## config.mk

```make
export PLATFORM = sky130hd
export DESIGN_NAME = control_unit
export DESIGN_NICKNAME = d
export VERILOG_FILES = /design/src/rtl/cpu_pkg.sv /design/src/rtl/mem_watchdog.sv /design/src/rtl/control_unit.sv
export SDC_FILE = /design/constraint.sdc
export NUM_CORES = 1
export LEC_CHECK = 0
export CAP_MARGIN = 20
export CORE_UTILIZATION = 50
export CTS_BUF_LIST = sky130_fd_sc_hd__clkbuf_4 sky130_fd_sc_hd__clkbuf_8 sky130_fd_sc_hd__clkbuf_16
export DETAILED_ROUTE_END_ITERATION = 10
export GPL_TIMING_DRIVEN = 0
export PLACE_DENSITY_LB_ADDON = 0.1
export SLEW_MARGIN = 15
export SYNTH_ARGS = -nofsm -noshare
export SYNTH_HDL_FRONTEND = slang
export SYNTH_HIERARCHICAL = 1
export SYNTH_SLANG_ARGS = --single-unit
```

## constraint.sdc

```tcl
create_clock -name I_clk -period 7.4 [get_ports I_clk]
set_clock_uncertainty 0.05 [all_clocks]
set_input_delay 2.22 -clock I_clk [delete_from_list [all_inputs] [get_ports I_clk]]
set_output_delay 2.22 -clock I_clk [all_outputs]
set_load 0.01 [all_outputs]
```

## src/rtl/cpu_pkg.sv

```systemverilog
// Shared definitions for the 16-bit core: sequencer states and the opcodes the
// control unit branches on. The instruction decoder imports the same package.
package cpu_pkg;

    localparam int OPCODE_W = 4;

    typedef enum logic [2:0] {
        ST_FETCH     = 3'd0,
        ST_DECODE    = 3'd1,
        ST_REGREAD   = 3'd2,
        ST_ALU       = 3'd3,
        ST_MEM       = 3'd4,
        ST_WRITEBACK = 3'd5,
        ST_HALT      = 3'd6
    } state_e;

    localparam logic [OPCODE_W-1:0] OP_LOAD  = 4'hA;
    localparam logic [OPCODE_W-1:0] OP_STORE = 4'hB;
    localparam logic [OPCODE_W-1:0] OP_JUMP  = 4'hC;
    localparam logic [OPCODE_W-1:0] OP_HALT  = 4'hF;

endpackage

```

## src/rtl/mem_watchdog.sv

```systemverilog
// Counts cycles spent waiting on memory and flags when the wait budget runs out.
// A MEM_TIMEOUT of 0 disables expiry; the counter saturates rather than wrapping.
module mem_watchdog #(
    parameter int MEM_TIMEOUT = 16,
    parameter int CNT_WIDTH   = 5
) (
    input  logic clk,
    input  logic clear,
    input  logic count,
    input  logic ready,
    output logic expired
);

    localparam logic [CNT_WIDTH-1:0] LIMIT   = CNT_WIDTH'((MEM_TIMEOUT == 0) ? 0 : MEM_TIMEOUT - 1);
    localparam logic [CNT_WIDTH-1:0] CNT_MAX = '1;

    logic [CNT_WIDTH-1:0] cnt_q;
    logic [CNT_WIDTH-1:0] cnt_d;
    logic                 waiting;

    assign waiting = count & ~ready;

    always_comb begin
        cnt_d = cnt_q;
        if (clear) begin
            cnt_d = '0;
        end else if (waiting && (cnt_q != CNT_MAX)) begin
            cnt_d = cnt_q + 1'b1;
        end
    end

    always_ff @(posedge clk) begin
        cnt_q <= cnt_d;
    end

    // A ready on the final allowed cycle takes priority, so expiry needs !ready.
    assign expired = (MEM_TIMEOUT != 0) & waiting & (cnt_q == LIMIT);

endmodule

```

## src/rtl/control_unit.sv

```systemverilog
// Multi-cycle sequencer: walks each instruction through fetch, decode, register
// read, ALU, memory and writeback, raising exactly one stage enable per cycle.
module control_unit
    import cpu_pkg::*;
#(
    parameter int MEM_TIMEOUT = 16,
    parameter int CNT_WIDTH   = 5
) (
    input  logic                I_clk,
    input  logic                I_reset,
    input  logic                I_enable,
    input  logic [OPCODE_W-1:0] I_opcode,
    input  logic                I_mem_ready,
    output logic                O_en_fetch,
    output logic                O_en_decode,
    output logic                O_en_regread,
    output logic                O_en_alu,
    output logic                O_en_mem,
    output logic                O_en_writeback,
    output logic                O_mem_req,
    output logic                O_mem_write,
    output logic                O_halted,
    output logic                O_fault
);

    state_e state_q;
    state_e state_d;
    logic   fault_q;
    logic   fault_d;
    logic   wd_clear;
    logic   wd_count;
    logic   wd_expired;
    logic   run;

    // The wait counter restarts on every state change and whenever reset is held.
    assign wd_clear = I_reset | (state_d != state_q);
    assign wd_count = I_enable & ((state_q == ST_FETCH) | (state_q == ST_MEM));

    mem_watchdog #(
        .MEM_TIMEOUT (MEM_TIMEOUT),
        .CNT_WIDTH   (CNT_WIDTH)
    ) u_mem_watchdog (
        .clk     (I_clk),
        .clear   (wd_clear),
        .count   (wd_count),
        .ready   (I_mem_ready),
        .expired (wd_expired)
    );

    always_comb begin
        state_d = state_q;
        fault_d = fault_q;
        if (I_enable) begin
            case (state_q)
                ST_FETCH: begin
                    if (I_mem_ready) begin
                        state_d = ST_DECODE;
                    end else if (wd_expired) begin
                        state_d = ST_HALT;
                        fault_d = 1'b1;
                    end
                end
                ST_DECODE:  state_d = ST_REGREAD;
                ST_REGREAD: state_d = ST_ALU;
                ST_ALU: begin
                    case (I_opcode)
                        OP_HALT:           state_d = ST_HALT;
                        OP_LOAD, OP_STORE: state_d = ST_MEM;
                        OP_JUMP:           state_d = ST_FETCH;
                        default:           state_d = ST_WRITEBACK;
                    endcase
                end
                ST_MEM: begin
                    if (I_mem_ready) begin
                        state_d = (I_opcode == OP_LOAD) ? ST_WRITEBACK : ST_FETCH;
                    end else if (wd_expired) begin
                        state_d = ST_HALT;
                        fault_d = 1'b1;
                    end
                end
                ST_WRITEBACK: state_d = ST_FETCH;
                ST_HALT:      state_d = ST_HALT;
                default:      state_d = ST_FETCH;
            endcase
        end
    end

    always_ff @(posedge I_clk) begin
        if (I_reset) begin
            state_q <= ST_FETCH;
            fault_q <= 1'b0;
        end else begin
            state_q <= state_d;
            fault_q <= fault_d;
        end
    end

    // Halted and fault report status, so they ignore I_enable but not reset.
    assign run            = I_enable & ~I_reset;
    assign O_en_fetch     = run & (state_q == ST_FETCH);
    assign O_en_decode    = run & (state_q == ST_DECODE);
    assign O_en_regread   = run & (state_q == ST_REGREAD);
    assign O_en_alu       = run & (state_q == ST_ALU);
    assign O_en_mem       = run & (state_q == ST_MEM);
    assign O_en_writeback = run & (state_q == ST_WRITEBACK);
    assign O_mem_req      = run & ((state_q == ST_FETCH) | (state_q == ST_MEM));
    assign O_mem_write    = run & (state_q == ST_MEM) & (I_opcode == OP_STORE);
    assign O_halted       = ~I_reset & (state_q == ST_HALT);
    assign O_fault        = ~I_reset & fault_q;

endmodule

```

==> results of run 1 <==
==> state kept, by name (all words and copies together), names as in the netlist <==
| signal | cells |
|---|---|
| fault_q | 1 |
| u_mem_watchdog/cnt_q | 5 |
| state_q | 3 |
==> worst max-delay path, stage by stage <==
cell	delay, ns
clkdlybuf4s50_1	0.42
nor2_1	0.20
nand3_1	0.21
nor4_1	0.20
clkdlybuf4s50_1	0.57
==> metrics by stage <==
| step | worst slack [ns] | utilization [%] | hold slack, ns | power [µW] | cells |
|---|---|---|---|---|---|
| 2_1_floorplan | 2.23 | - | 0.438 | 69.8 | 85 |
| 3_3_place_gp | 1.33 | 67.1 | 0.458 | 79.6 | 116 |
| 3_5_place_dp | 1.34 | 67.1 | 0.479 | 80.0 | 116 |
| 4_1_cts | 1.33 | 69.2 | 0.486 | 119 | 120 |
| 5_1_grt | 1.24 | 69.2 | 0.502 | 125 | 120 |
| 6_report | 1.31 | 69.2 | 0.478 | 118 | 120 |
==> worst min-delay path by stage <==
stage / endpoint
final: u_mem_watchdog/cnt_q[4]
after global routing: u_mem_watchdog/cnt_q[4]
after CTS: u_mem_watchdog/cnt_q[4]
after detailed placement: u_mem_watchdog/cnt_q[4]
after global placement: u_mem_watchdog/cnt_q[4]
after floorplan: u_mem_watchdog/cnt_q[1]
==> kinds of logic (layout without fill, tap and decap cells) <==
kind of cell               after synthesis  after routing
AOI/OAI and AO/OA                       19             19
xor gates and xnor gates                 3              3
adders and majority gates                3              3
buffers and inverters                   11             31
DFF                                      9              9
muxes                                    2              2
and+or+nand+nor                         38             38
==> where the power goes <==
group | total [µW] | switching [µW] | leakage, µW | internal, µW
sequential | 51.4 | 1.24 | 0.0000730 | 50.2
combinational | 27.8 | 14.8 | 0.000252 | 13.0
clock | 39.1 | 19.1 | 0.0000177 | 20.0
total | 118 | 35.2 | 0.000343 | 83.1
==> routing by layer <==
layer	part of all wire (%)	vias to the layer above	GRT usage, %	wire length [µm]
li1	-	352	-	-
met2	43	30	32.1	663
met5	0	-	0	0
met4	0.66	0	7.76	10
met1	49	333	33.6	741
met3	7.1	3	5.11	109
==> cell usage after synthesis, drive strengths merged, types with 2 or more instances <==
cell type	count	area, µm²
a211oi	3	27.5
a21o	2	15.0
a21oi	3	15.0
and3	2	12.5
and4	2	17.5
and4bb	2	25.0
buf	3	17.5
clkbuf	2	7.51
dfxtp	9	180
ha	3	37.5
inv	6	22.5
nand2	3	11.3
nand3	2	10.0
nand3b	2	15.0
nand4	2	12.5
nor2	11	41.3
nor2b	3	26.3
nor4	4	25.0
o21ai	3	15.0
o32ai	2	17.5
xnor2	3	26.3
==> layout make-up <==
class                           count  area, µm²  area share, %
Inverter                            6       22.5           2.50
Clock inverter                      1       5.00          0.556
Sequential cell                     9        180           20.0
Buffer                              5       25.0           2.78
Multi-Input combinational cell     65        467           51.8
Clock buffer                        3       22.5           2.50
Timing Repair Buffer               16        160           17.8
Tap cell                           15       18.8           2.08
==> impl_metrics.json, run 1 <==
{
  "synth_compound_area_share_pct": 19.3,
  "drt_iter0_markers": 20,
  "ys_seq_area_share_pct": 25.9,
  "start_util_pct": 53.4,
  "coreArea_um2": 1300,
  "drc": 0,
  "fin_nets": 117,
  "hold_viol": 0,
  "critPathMaxFanout": 5,
  "status": "finished clean",
  "hpwl_um": 1130,
  "rrSetupSlack_ns": 5.01,
  "hp-class": "reg -> reg",
  "drtAntennaViolNets": 0,
  "r2r_cells": 10,
  "start_kind": "input port",
  "io_pins": 18,
  "final_common_cell": "clkdlybuf4s50_1",
  "cts.reportedPaths.clkPinSlew_ns": 0.07,
  "avgRoutedWirePerCell_um": 12.7,
  "synthMuxAreaShare_pct": 3.06,
  "dr.pass1.iters": 4,
  "fmax_mhz": 164,
  "clock_latency_ns": 0.26,
  "num_rows": 13,
  "ys_ff_latch": 9,
  "ys.warnings.count": 6,
  "power.leakage_uw": 0.000343,
  "synthAdderAreaFrac_pct": 5.41,
  "rsz0062_at_grt": "false",
  "syn_area_per_cell_um2": 8.17,
  "cp.arrival_ns": 3.82,
  "io_buffers": 16,
  "die_area_um2": 1540,
  "diodes": 0,
  "slew_violations": 0,
  "fin_crit_ns": 6.09,
  "cts_htree_levels": 1,
  "die_h_um": 39.3,
  "synth-xor-area-share_pct": 3.78,
  "die_w_um": 39.3,
  "stdcell_area_um2": 901,
  "regToRegStartpoint": "u_mem_watchdog/cnt_q[0]",
  "hold_depth": 2,
  "synth_edf_count": 0,
  "syn_to_final_growth_pct": 29.7,
  "synthCells": 85,
  "slew_headroom_pct": 68.2,
  "final_cell_mix": "16 x clkdlybuf4s50_1, 11 x nor2_1, 9 x dfxtp_1, 6 x inv_1, 4 x nor4_1",
  "synth_top_family_by_area": "simple AND/OR/NAND/NOR gates",
  "setup.worst_path.end": "O_mem_write",
  "antenna_found_initial": 0,
  "post_cts_buffers": 0,
  "async_reset_ff_share_pct": 0,
  "grt_max_degree": 11,
  "drive_above_1_share_pct": 12.4,
  "cp-end-kind": "output pin",
  "grt_pass1_vias": 551,
  "synth-simple-area-share_pct": 35.7,
  "synthesis.area_um2": 694,
  "num-fill-cells": 121,
  "gp_congestion": 0.902,
  "crit_required_ns": 5.13,
  "totalNegativeSetupSlack_ns": 0,
  "cts_sinks": 9,
  "placed_area_um2": 873,
  "path_class": "in -> out",
  "clock-root-buffer": "clkbuf_4",
  "reg2reg_to": "u_mem_watchdog/cnt_q[3]",
  "setup_viol": 0,
  "grt_pass1_wl_um": 2420,
  "synth_cell_types": 37,
  "totalWireLength_um": 1530,
  "cts_hold_buf": 0,
  "grt-ovfl-total": 0,
  "post_drt_via_cell_ratio": 5.98,
  "fin_crit_sh_pct": 82.3,
  "syn-num-nets": 96,
  "grt_util_all_layers_pct": 22.8,
  "cp-startpoint": "I_reset",
  "cts_buffer_depth": 2,
  "cap_violations": 0,
  "tightestPinTransition_ns": 0.475,
  "synth_flop_cell": "dfxtp_1",
  "vias": 718,
  "ir_drop_mv": 0.115,
  "p_per_area_nw_per_um2": 131,
  "postCtsResizedCells": 0,
  "hp-start": "u_mem_watchdog/cnt_q[4]",
  "cts-buffers-inserted": 3,
  "tritoncts": "yes"
}
Note: power is estimated with default switching activity, not from simulation.
==> inputs of run 2 (changes only) <==
--- a/config.mk
+++ b/config.mk
@@ -6,7 +6,7 @@
 export NUM_CORES = 1
 export LEC_CHECK = 0
 export CAP_MARGIN = 20
-export CORE_UTILIZATION = 50
+export CORE_UTILIZATION = 47
 export CTS_BUF_LIST = sky130_fd_sc_hd__clkbuf_4 sky130_fd_sc_hd__clkbuf_8 sky130_fd_sc_hd__clkbuf_16
 export DETAILED_ROUTE_END_ITERATION = 10
 export GPL_TIMING_DRIVEN = 0
==> constraint.sdc (replaced) <==
create_clock -name I_clk -period 6.3 [get_ports I_clk]
set_clock_uncertainty 0.05 [all_clocks]
set_input_delay 1.89 -clock I_clk [delete_from_list [all_inputs] [get_ports I_clk]]
set_output_delay 1.89 -clock I_clk [all_outputs]
set_load 0.01 [all_outputs]
==> impl_metrics.json, run 2 (synthesized netlist as in run 1, its figures left out) <==
{
  "status": "finished clean",
  "drt_iter0_markers": 7,
  "hold_viol": 0,
  "path_class": "in -> out",
  "drtAntennaViolNets": 0,
  "coreArea_um2": 1330,
  "hp-class": "reg -> reg",
  "grt_util_all_layers_pct": 21.3,
  "cap_violations": 0,
  "final_common_cell": "clkdlybuf4s50_1",
  "die_w_um": 40.4,
  "die_area_um2": 1640,
  "cts.reportedPaths.clkPinSlew_ns": 0.06,
  "wl_met3_um": 89,
  "gp_congestion": 0.795,
  "clock-root-buffer": "clkbuf_4",
  "io_pins": 18,
  "fin_nets": 117,
  "cts-buffers-inserted": 3,
  "wl_met1_um": 645,
  "largest_register_ff_count": 5,
  "cts_hold_buf": 0,
  "totalWireLength_um": 1530,
  "cp-end-kind": "output pin",
  "post_cts_buffers": 0,
  "grt-ovfl-total": 0,
  "antenna_found_initial": 0,
  "drive_above_1_share_pct": 12.4,
  "fin_crit_ns": 5.46,
  "fmax_mhz": 183,
  "highest_layer": "met4",
  "post-place-cells": 116,
  "grt_pass1_vias": 564,
  "ir_drop_mv": 0.158,
  "rsz0062_at_grt": "false",
  "slew_violations": 0,
  "hpwl_um": 1200,
  "fin_crit_sh_pct": 86.7,
  "post_drt_via_cell_ratio": 5.71,
  "vias": 685,
  "crit_required_ns": 4.36,
  "num-fill-cells": 116,
  "final_cell_mix": "16 x clkdlybuf4s50_1, 11 x nor2_1, 9 x dfxtp_1, 6 x inv_1",
  "clock_latency_ns": 0.26,
  "setup_viol": 0,
  "start_util_pct": 52.1,
  "cts_htree_levels": 1,
  "grt_pass1_wl_um": 2320,
  "postCtsResizedCells": 0,
  "top_regs": "u_mem_watchdog/cnt_q (5), state_q (3), fault_q (1)",
  "cp.arrival_ns": 3.52,
  "final_util_pct": 67.7,
  "tritoncts": "yes",
  "syn_to_final_growth_pct": 30.1,
  "p_total_uw": 141,
  "totalNegativeSetupSlack_ns": 0,
  "die_h_um": 40.4,
  "tightestPinTransition_ns": 0.478,
  "diodes": 0,
  "largest_register": "u_mem_watchdog/cnt_q",
  "cts_sinks": 9,
  "avgRoutedWirePerCell_um": 12.7,
  "drc": 0,
  "num_rows": 13,
  "critPathMaxFanout": 5,
  "layoutNonFillerInstCount": 120,
  "power.leakage_uw": 0.000344,
  "p_per_area_nw_per_um2": 156,
  "io_buffers": 16,
  "slew_headroom_pct": 68.0,
  "grt_max_degree": 11,
  "cts_buffer_depth": 2,
  "start_kind": "input port",
  "wl_met2_um": 778,
  "dr.pass1.iters": 4
}
run 2: changes by cell type in the layout (fill, tap and decap cells not counted), sizes merged:
cell / previous run / this run
clkbuf: 5 / 6
clkinv: 1 / 0
run 2: routing by layer:
| layer | global-route usage [%] | up-vias |
|---|---|---|
| met5 | 0 | - |
| met4 | 10.0 | 0 |
| met3 | 3.89 | 2 |
| met2 | 38.1 | 19 |
| met1 | 24.0 | 310 |
| li1 | - | 354 |
run 2: report_power, final:
| part | switching [µW] | total [µW] | internal (µW) |
|---|---|---|---|
| logic | 17.5 | 32.7 | 15.3 |
| registers | 1.44 | 60.4 | 59.0 |
| clock network | 19.1 | 47.8 | 28.6 |
| total | 38.1 | 141 | 103 |
run 2: cell type report:
class | count | area (µm²) | share of cell area (%)
well taps | 15 | 18.8 | 2.08
multi-input cells | 65 | 467 | 51.7
clock buffers | 4 | 30.0 | 3.32
plain buffers | 5 | 25.0 | 2.77
repair buffers | 16 | 160 | 17.7
inverters | 6 | 22.5 | 2.49
flip-flops and latches | 9 | 180 | 19.9
run 2: worst paths after layout:
check	cells after the start	slack, ns	to	startpoint
setup / recovery	5	0.84	O_mem_write	I_reset
hold reg to reg	2	0.48	u_mem_watchdog/cnt_q[4]	u_mem_watchdog/cnt_q[4]
setup reg to reg	10	3.94	u_mem_watchdog/cnt_q[3]	u_mem_watchdog/cnt_q[0]
hold / removal	2	0.48	u_mem_watchdog/cnt_q[4]	u_mem_watchdog/cnt_q[4]
run 2: worst max-delay path: stages:
cell	delay [ns]
clkdlybuf4s50_1	0.41
nor2_1	0.20
nand3_1	0.23
nor4_1	0.22
clkdlybuf4s50_1	0.57
run 2: through the flow:
step                hold WS [ns]  area, µm²  worst slack [ns]
global placement           0.456        873             0.822
detailed placement         0.475        873             0.835
global route               0.509        903             0.746
CTS                        0.483        903             0.854
finish                     0.476        903             0.838
floorplan                  0.438        694              1.79
==> inputs of run 3 (changes only) <==
--- a/config.mk
+++ b/config.mk
@@ -6,8 +6,8 @@
 export NUM_CORES = 1
 export LEC_CHECK = 0
 export CAP_MARGIN = 20
-export CORE_UTILIZATION = 47
-export CTS_BUF_LIST = sky130_fd_sc_hd__clkbuf_4 sky130_fd_sc_hd__clkbuf_8 sky130_fd_sc_hd__clkbuf_16
+export CORE_UTILIZATION = 49
+export CTS_BUF_LIST = sky130_fd_sc_hd__clkbuf_4 sky130_fd_sc_hd__clkbuf_8
 export DETAILED_ROUTE_END_ITERATION = 10
 export GPL_TIMING_DRIVEN = 0
 export PLACE_DENSITY_LB_ADDON = 0.1
==> impl_metrics.json, run 3 (synthesized netlist as in run 1, its figures left out) <==
{
  "hp-class": "reg -> reg",
  "stdcell_area_um2": 901,
  "tightestPinTransition_ns": 0.460,
  "grt_max_degree": 11,
  "final_cell_mix": "16 x clkdlybuf4s50_1, 11 x nor2_1, 9 x dfxtp_1, 6 x inv_1, 4 x nor4_1",
  "gp_congestion": 0.912,
  "cts.reportedPaths.clkPinSlew_ns": 0.07,
  "largest_register": "u_mem_watchdog/cnt_q",
  "p_per_area_nw_per_um2": 153,
  "vias": 666,
  "start_kind": "input port",
  "p_int_uw": 97.6,
  "power.leakage_uw": 0.000343,
  "status": "finished clean",
  "power_frac_seq_pct": 43.9,
  "post_drt_via_cell_ratio": 5.55,
  "cap_violations": 0,
  "fmax_mhz": 184,
  "comb_power_share_pct": 23.7,
  "drtAntennaViolNets": 0,
  "die_h_um": 39.6,
  "netSwitchingFraction_pct": 29.0,
  "hold_depth": 2,
  "hold_viol": 0,
  "slew_violations": 0,
  "drc": 0,
  "critPathMaxFanout": 5,
  "diodes": 0,
  "io_buffers": 16,
  "cts_htree_levels": 1,
  "avgRoutedWirePerCell_um": 12.6,
  "largest_register_ff_count": 5,
  "totalNegativeSetupSlack_ns": 0,
  "tritoncts": "yes",
  "crit_top_cell": "clkdlybuf4s50_1",
  "cp-end-kind": "output pin",
  "r2r_cells": 10,
  "final_common_cell": "clkdlybuf4s50_1",
  "critPathMaxStageDelay_ns": 0.57,
  "antenna_found_initial": 0,
  "top_regs": "u_mem_watchdog/cnt_q (5), state_q (3), fault_q (1)",
  "hp-start": "u_mem_watchdog/cnt_q[4]",
  "p_clk_share_pct": 32.4,
  "hold_ws_ns": 0.471,
  "die_area_um2": 1570,
  "grt_pass1_vias": 544,
  "cts_sinks": 9,
  "ir_drop_mv": 0.148,
  "dr.pass1.iters": 4,
  "path_class": "in -> out",
  "totalWireLength_um": 1510,
  "fin_nets": 117,
  "coreArea_um2": 1320,
  "cts_hold_buf": 0,
  "placed_area_um2": 873,
  "grt_util_all_layers_pct": 22.2,
  "p_sw_uw": 40.0,
  "start_util_pct": 52.7,
  "cts-buffers-inserted": 3,
  "syn_to_final_growth_pct": 29.7,
  "drt_iter0_markers": 25,
  "fin_crit_ns": 5.42,
  "setup_viol": 0,
  "slew_headroom_pct": 69.2,
  "cp.arrival_ns": 3.48,
  "rsz0062_at_grt": "false",
  "regToRegStartpoint": "u_mem_watchdog/cnt_q[0]",
  "hpwl_um": 1130,
  "io_pins": 18,
  "num_rows": 13,
  "worst_path_max_delay_cell": "clkdlybuf4s50_1",
  "postCtsResizedCells": 0,
  "cts_buffer_depth": 2,
  "grt_pass1_wl_um": 2330,
  "crit_required_ns": 4.36,
  "num-fill-cells": 117,
  "cp-startpoint": "I_reset",
  "die_w_um": 39.6,
  "drive_above_1_share_pct": 12.4,
  "path_cells": "clkdlybuf4s50_1, nor2_1, nand3_1, nor4_1, clkdlybuf4s50_1",
  "clock_latency_ns": 0.26,
  "post_cts_buffers": 0,
  "clock-root-buffer": "clkbuf_4",
  "grt-ovfl-total": 0,
  "fin_crit_sh_pct": 86.0
}
-- run 3: layout make-up --
type | count | area (µm²) | area share (%)
tap | 15 | 18.8 | 2.08
clock inverter | 1 | 5.00 | 0.556
timing repair buffer | 16 | 160 | 17.8
multi-input combinational | 65 | 467 | 51.8
buffer | 5 | 25.0 | 2.78
sequential | 9 | 180 | 20.0
clock buffer | 3 | 22.5 | 2.50
inverter | 6 | 22.5 | 2.50
-- run 3: worst paths after layout --
kind,end,slack [ns]
max,O_mem_write,0.88
min,u_mem_watchdog/cnt_q[4],0.47
max reg2reg,u_mem_watchdog/cnt_q[3],3.90
min reg2reg,u_mem_watchdog/cnt_q[4],0.47
-- run 3: layer usage --
layer  vias to the layer above  part of all wire [%]  global-route usage (%)  wire length, µm
met2                        22                    41                    29.5              626
met1                       285                    53                    34.8              796
met4                         0                  0.73                    10.3               11
met3                         2                   5.1                    1.70               77
li1                        357                     -                       -                -
met5                         -                     0                       0                0
-- run 3: critical path, delay by kind of cell --
kind                   cells  cell delay [ns]
and+or+nand+nor            3             0.60
buffers and inverters      2             0.99
-- run 3: through the flow --
step / setup WS (ns) / util [%] / total power [µW] / instances
2_1_floorplan: 1.79 / - / 82.0 / 85
3_3_place_gp: 0.902 / 66.3 / 93.7 / 116
3_5_place_dp: 0.869 / 66.3 / 93.9 / 116
4_1_cts: 0.868 / 68.4 / 139 / 120
5_1_grt: 0.758 / 68.4 / 146 / 120
6_report: 0.880 / 68.4 / 138 / 120
-- run 3: power groups by stage --
stage	clock [µW]	combinational, µW	sequential (µW)
6_report	44.6	32.6	60.4
5_1_grt	49.5	36.0	60.6
4_1_cts	45.7	32.6	60.4
3_5_place_dp	0	32.2	61.7
3_3_place_gp	0	32.1	61.6
2_1_floorplan	0	20.6	61.4
